--- src/rtl/instr_fetch_pkg.sv ---
// Shared types and constants for the instruction fetch unit.
package instr_fetch_pkg;

   // Fetch controller states
   typedef enum logic [1:0] {
      StFetch = 2'd0,
      StHold  = 2'd1,
      StFlush = 2'd2
   } state_e;

   localparam logic [31:0] NopInstr       = 32'h0000_0013;  // addi x0, x0, 0
   localparam logic [31:0] DefaultResetPc = 32'h0000_0000;
   localparam logic [31:0] PcStep         = 32'd4;

endpackage

--- src/rtl/instr_fetch.sv ---
// Instruction fetch: issues one memory read at a time, presents each word with
// its PC to the decoder, and restarts at a new address on redirect. Responses to
// requests that were already issued when a redirect arrived are discarded.
module instr_fetch
   import instr_fetch_pkg::*;
#(
   parameter logic [31:0] RESET_PC = DefaultResetPc
) (
   input  logic        clk,
   input  logic        reset,
   output logic        mem_req,
   output logic [31:0] mem_addr,
   input  logic        mem_ack,
   input  logic [31:0] mem_rdata,
   output logic        req,
   output logic [31:0] instr,
   output logic [31:0] pc,
   input  logic        dec_ready,
   input  logic        redirect,
   input  logic [31:0] redirect_pc
);

   state_e      state_q, state_d;
   logic        mem_req_q, mem_req_d;
   logic [31:0] mem_addr_q, mem_addr_d;
   logic [31:0] fetch_pc_q, fetch_pc_d;
   logic        req_q, req_d;
   logic [31:0] instr_q, instr_d;
   logic [31:0] pc_q, pc_d;

   logic [31:0] target;
   logic [31:0] pc_inc;
   logic        ack_valid;

   assign target    = redirect_pc & ~32'h0000_0003;
   assign pc_inc    = fetch_pc_q + PcStep;
   // An ack only means something while our request is on the bus
   assign ack_valid = mem_req_q & mem_ack;

   // Next-state logic; redirect takes priority over every other event
   always_comb begin
      state_d    = state_q;
      mem_req_d  = mem_req_q;
      mem_addr_d = mem_addr_q;
      fetch_pc_d = fetch_pc_q;
      req_d      = req_q;
      instr_d    = instr_q;
      pc_d       = pc_q;

      case (state_q)
         StFetch: begin
            mem_req_d = 1'b1;
            if (redirect) begin
               fetch_pc_d = target;
               if (mem_req_q && !ack_valid) begin
                  // Request already issued: let it complete at the old address
                  state_d = StFlush;
               end else begin
                  // Nothing pending (or response dropped this cycle): restart now
                  mem_addr_d = target;
               end
            end else if (ack_valid) begin
               instr_d    = mem_rdata;
               pc_d       = fetch_pc_q;
               req_d      = 1'b1;
               fetch_pc_d = pc_inc;
               mem_addr_d = pc_inc;
               mem_req_d  = 1'b0;
               state_d    = StHold;
            end
         end

         StHold: begin
            if (redirect) begin
               req_d      = 1'b0;
               fetch_pc_d = target;
               mem_addr_d = target;
               mem_req_d  = 1'b1;
               state_d    = StFetch;
            end else if (dec_ready) begin
               req_d     = 1'b0;
               mem_req_d = 1'b1;
               state_d   = StFetch;
            end
         end

         StFlush: begin
            mem_req_d = 1'b1;
            if (redirect) begin
               fetch_pc_d = target;
            end
            if (ack_valid) begin
               // Stale response dropped; start the real fetch
               mem_addr_d = redirect ? target : fetch_pc_q;
               state_d    = StFetch;
            end
         end

         default: begin
            state_d = StFetch;
         end
      endcase
   end

   // State and output registers with synchronous reset
   always_ff @(posedge clk) begin
      if (reset) begin
         state_q    <= StFetch;
         mem_req_q  <= 1'b0;
         mem_addr_q <= RESET_PC;
         fetch_pc_q <= RESET_PC;
         req_q      <= 1'b0;
         instr_q    <= NopInstr;
         pc_q       <= RESET_PC;
      end else begin
         state_q    <= state_d;
         mem_req_q  <= mem_req_d;
         mem_addr_q <= mem_addr_d;
         fetch_pc_q <= fetch_pc_d;
         req_q      <= req_d;
         instr_q    <= instr_d;
         pc_q       <= pc_d;
      end
   end

   assign mem_req  = mem_req_q;
   assign mem_addr = mem_addr_q;
   assign req      = req_q;
   assign instr    = instr_q;
   assign pc       = pc_q;

endmodule
--- config.mk ---
export PLATFORM = sky130hd
export DESIGN_NAME = instr_fetch
export DESIGN_NICKNAME = d
export VERILOG_FILES = /design/src/rtl/instr_fetch_pkg.sv /design/src/rtl/instr_fetch.sv
export SDC_FILE = /design/constraint.sdc
export NUM_CORES = 1
export LEC_CHECK = 0
export BUFFER_PORTS_ARGS = -buffer_cell sky130_fd_sc_hd__buf_2
export CORE_MARGIN = 5
export CORE_UTILIZATION = 30
export CTS_CLUSTER_SIZE = 20
export DETAILED_ROUTE_END_ITERATION = 8
export PLACE_DENSITY_LB_ADDON = 0.12
export SLEW_MARGIN = 25
export SYNTH_ARGS = -nofsm -noshare
export SYNTH_HDL_FRONTEND = slang
export SYNTH_SLANG_ARGS = --single-unit
--- constraint.sdc ---
create_clock -name clk -period 5.35 [get_ports clk]
set_input_delay 1.07 -clock clk [delete_from_list [all_inputs] [get_ports clk]]
set_output_delay 1.07 -clock clk [all_outputs]
set_load 0.02 [all_outputs]
==> summary.txt <==
Worst setup path
  • CP Launch Type: register
  • Crit path DAT: 3.71 ns
  • Buf/Inv on CP: 2
  • CP peak stage delay: 0.67 ns
  • WP data required: 5.68 ns
  • Cell family with most CP delay: simple AND/OR/NAND/NOR gates
  • Worst-path cell chain: inv_1 -> ha_1 -> inv_1 -> nand2_1 -> or4_1 -> a311oi_1
  • Crit. End Element: register
  • Crit-path max FO: 18
  • Slowest CP cell: or4_1
  • Critical path class: reg2reg
  • Most used cell, CP: inv_1

Status
  • Status: finished clean

STA
  • Finish-stage setup viols: 0
  • Worst Tran Pin Value: 0.969 ns
  • Setup skew after layout: 0.0100 ns
  • Tcrit/Tclk final: 0.632
  • Unrepaired setup endpoints after global routing: no
  • Rel. slew slack: 0.350
  • Final Hold Viols: 0
  • Achievable clock frequency: 296 MHz
  • Min Clock Period, post-route: 3.38 ns
  • Setup_tns: 0 ns
  • Fin. max-slew vios: 0

Place
  • Port Buffers: 164
  • GPL Wtd Cong: 0.774
  • Final HPWL DP: 16000 um

Synthesis
  • Share of the synthesized area in the top cell type: 0.393
  • Leading register cell type out of synthesis: dfxtp_1
  • Top-count cell post-synth: nand2_1
  • Mean area per synthesized cell: 7.76 um^2
  • Post-synthesis sequential area ratio: 0.393
  • Post-Synthesis Cell Area: 6730 um^2
  • Cell taking the most area after synthesis: dfxtp_1
  • Synth top area cells: dfxtp_1 (39%), nand2_1 (9.5%), a21oi_1 (8.8%)
  • Post-Syn Instances: 867
  • Post-synthesis net count: 941
  • #FFs+latches synth: 132
  • EDFF count, synth: 0
  • Yosys warns: 0
  • Post-synth ARST share: 0
  • Distinct cells, synth: 70
  • Post-synth top cells: nand2_1 (170), dfxtp_1 (132), a21oi_1 (118), clkbuf_1 (64), nor2_1 (46)

Layout
  • Share of layout cells above drive strength 1: 0.239
  • Final core utilization: 0.375
  • # nets final: 1048
  • Area Overhead vs Synth: 22.4%
  • N_diodes: 0

Clock network
  • Resized Gates After CTS: 0
  • CTS tree: done
  • Clock latency on the worst-skew pair: 0.42 ns
  • H-tree depth: 4
  • Num CTS Buffers: 17
  • CTS clock-pin slew for the worst setup and hold paths: 0.06 ns
  • # hold bufs at CTS: 0
  • Total setup buffers inserted after CTS: 0
  • Clock Root Buffer: clkbuf_16
  • Sinks on Clock Net: 132
  • Clk buf depth: 2

Flow run
  • Max_cap viols: 0

Global routing
  • Number of global-route vias before repair: 6486
  • Antenna violations before repair: 0
  • Grt ovf: 0
  • Total GRT Usage: 0.183
  • Largest net degree at the start of global routing: 80
  • First-pass GRT wire length: 37900 um

Floorplan
  • Die width: 160 um
  • IO Pins: 167
  • Initial Util: 0.307
  • Core Area: 22000 um^2
  • Die area: 25500 um^2
  • FP Rows: 54
  • Die height: 160 um

Routing
  • Total routed wirelength: 24000 um
  • Via-per-instance ratio: 5.40
  • DRT Pass-1 Iters: 4
  • WL per Instance: 19.0 um
  • Remaining DRCs: 0
  • Routed Antenna Nets: 0
  • Via count: 6844
  • Initial DRC Count: 618

Power
  • Power Density: 365 nW/um^2
  • Max VDD drop: 0.190 mV
  • Leak Pwr: 3.18 nW

Hold path
  • Min-Delay Path Class: reg2reg
## tightest hold or removal path, cell delays in order, from the launching register on
cell and delay, ns:
dfxtp_1 0.30, nand2_1 0.05, a21oi_1 0.05
## registers in the layout, summed over array words and instances, names as in the netlist
name,count
mem_addr,32
pc,32
mem_req,1
req,1
state_q,2
instr,32
fetch_pc_q,32
## worst paths after layout
path,cells past startpoint,slack (ns),to,from
worst max-delay path,6,1.97,mem_addr[20],state_q[1]
worst min-delay path,2,0.45,instr[2],instr[2]
worst max register to register,6,1.97,mem_addr[20],state_q[1]
worst min register to register,2,0.45,instr[2],instr[2]
## metrics by stage
step                total power [mW]  hold slack, ns  cell area, um^2  setup WS, ns  instances
floorplan                       1.61           0.440             6730          2.79        867
global placement                1.86           0.440             7650          1.76       1235
detailed placement              1.86           0.443             7650          1.73       1235
CTS                             3.05           0.453             8240          2.01       1267
global route                    3.16           0.469             8240          1.77       1267
finish                          3.01           0.449             8240          1.97       1267
## layout make-up
cell class	instances	area, um^2
multi-input cells	635	3700
well taps	280	350
repair buffers	177	921
clock buffers	17	425
flip-flops and latches	132	2640
clock inverters	15	161
inverters	11	41.3
fillers	2363	13700
## cell usage in the layout (no fill, tap or decap), types with 12 or more instances in the layout
| cell type | instances |
|---|---|
| a311oi_1 | 14 |
| nand2_1 | 170 |
| buf_4 | 14 |
| buf_2 | 163 |
| a221oi_1 | 15 |
| a21oi_1 | 118 |
| dfxtp_1 | 132 |
| nor3_1 | 14 |
| nand4_1 | 12 |
| o21ai_0 | 25 |
| a211oi_1 | 20 |
| nand3_1 | 18 |
| clkbuf_16 | 17 |
| nor2_1 | 44 |
## cell families (layout without fill, tap and decap cells)
family | count (synthesis) | in the layout | share of synthesized area
and+or+nand+nor | 326 | 326 | 0.236
AOI/OAI and AO/OA | 290 | 290 | 0.282
muxes | 4 | 4 | 0.00595
adders and majority gates | 5 | 5 | 0.00929
xor gates and xnor gates | 10 | 10 | 0.0130
buffers and inverters | 100 | 220 | 0.0612
DFF | 132 | 132 | 0.393
## metal layers
| metal | wire [um] | global-route usage |
|---|---|---|
| met1 | 11500 | 0.255 |
| met3 | 1240 | 0.0381 |
| met5 | 0 | 0 |
| met2 | 11000 | 0.289 |
| met4 | 307 | 0.0458 |
## where the power goes
| part | internal, mW | switching (mW) | leakage (nW) |
|---|---|---|---|
| sequential | 1.07 | 0.106 | 1.08 |
| clock | 0.663 | 0.513 | 0.288 |
| combinational | 0.224 | 0.432 | 1.81 |
| total | 1.96 | 1.05 | 3.18 |
(Power assumes the default switching activity.)
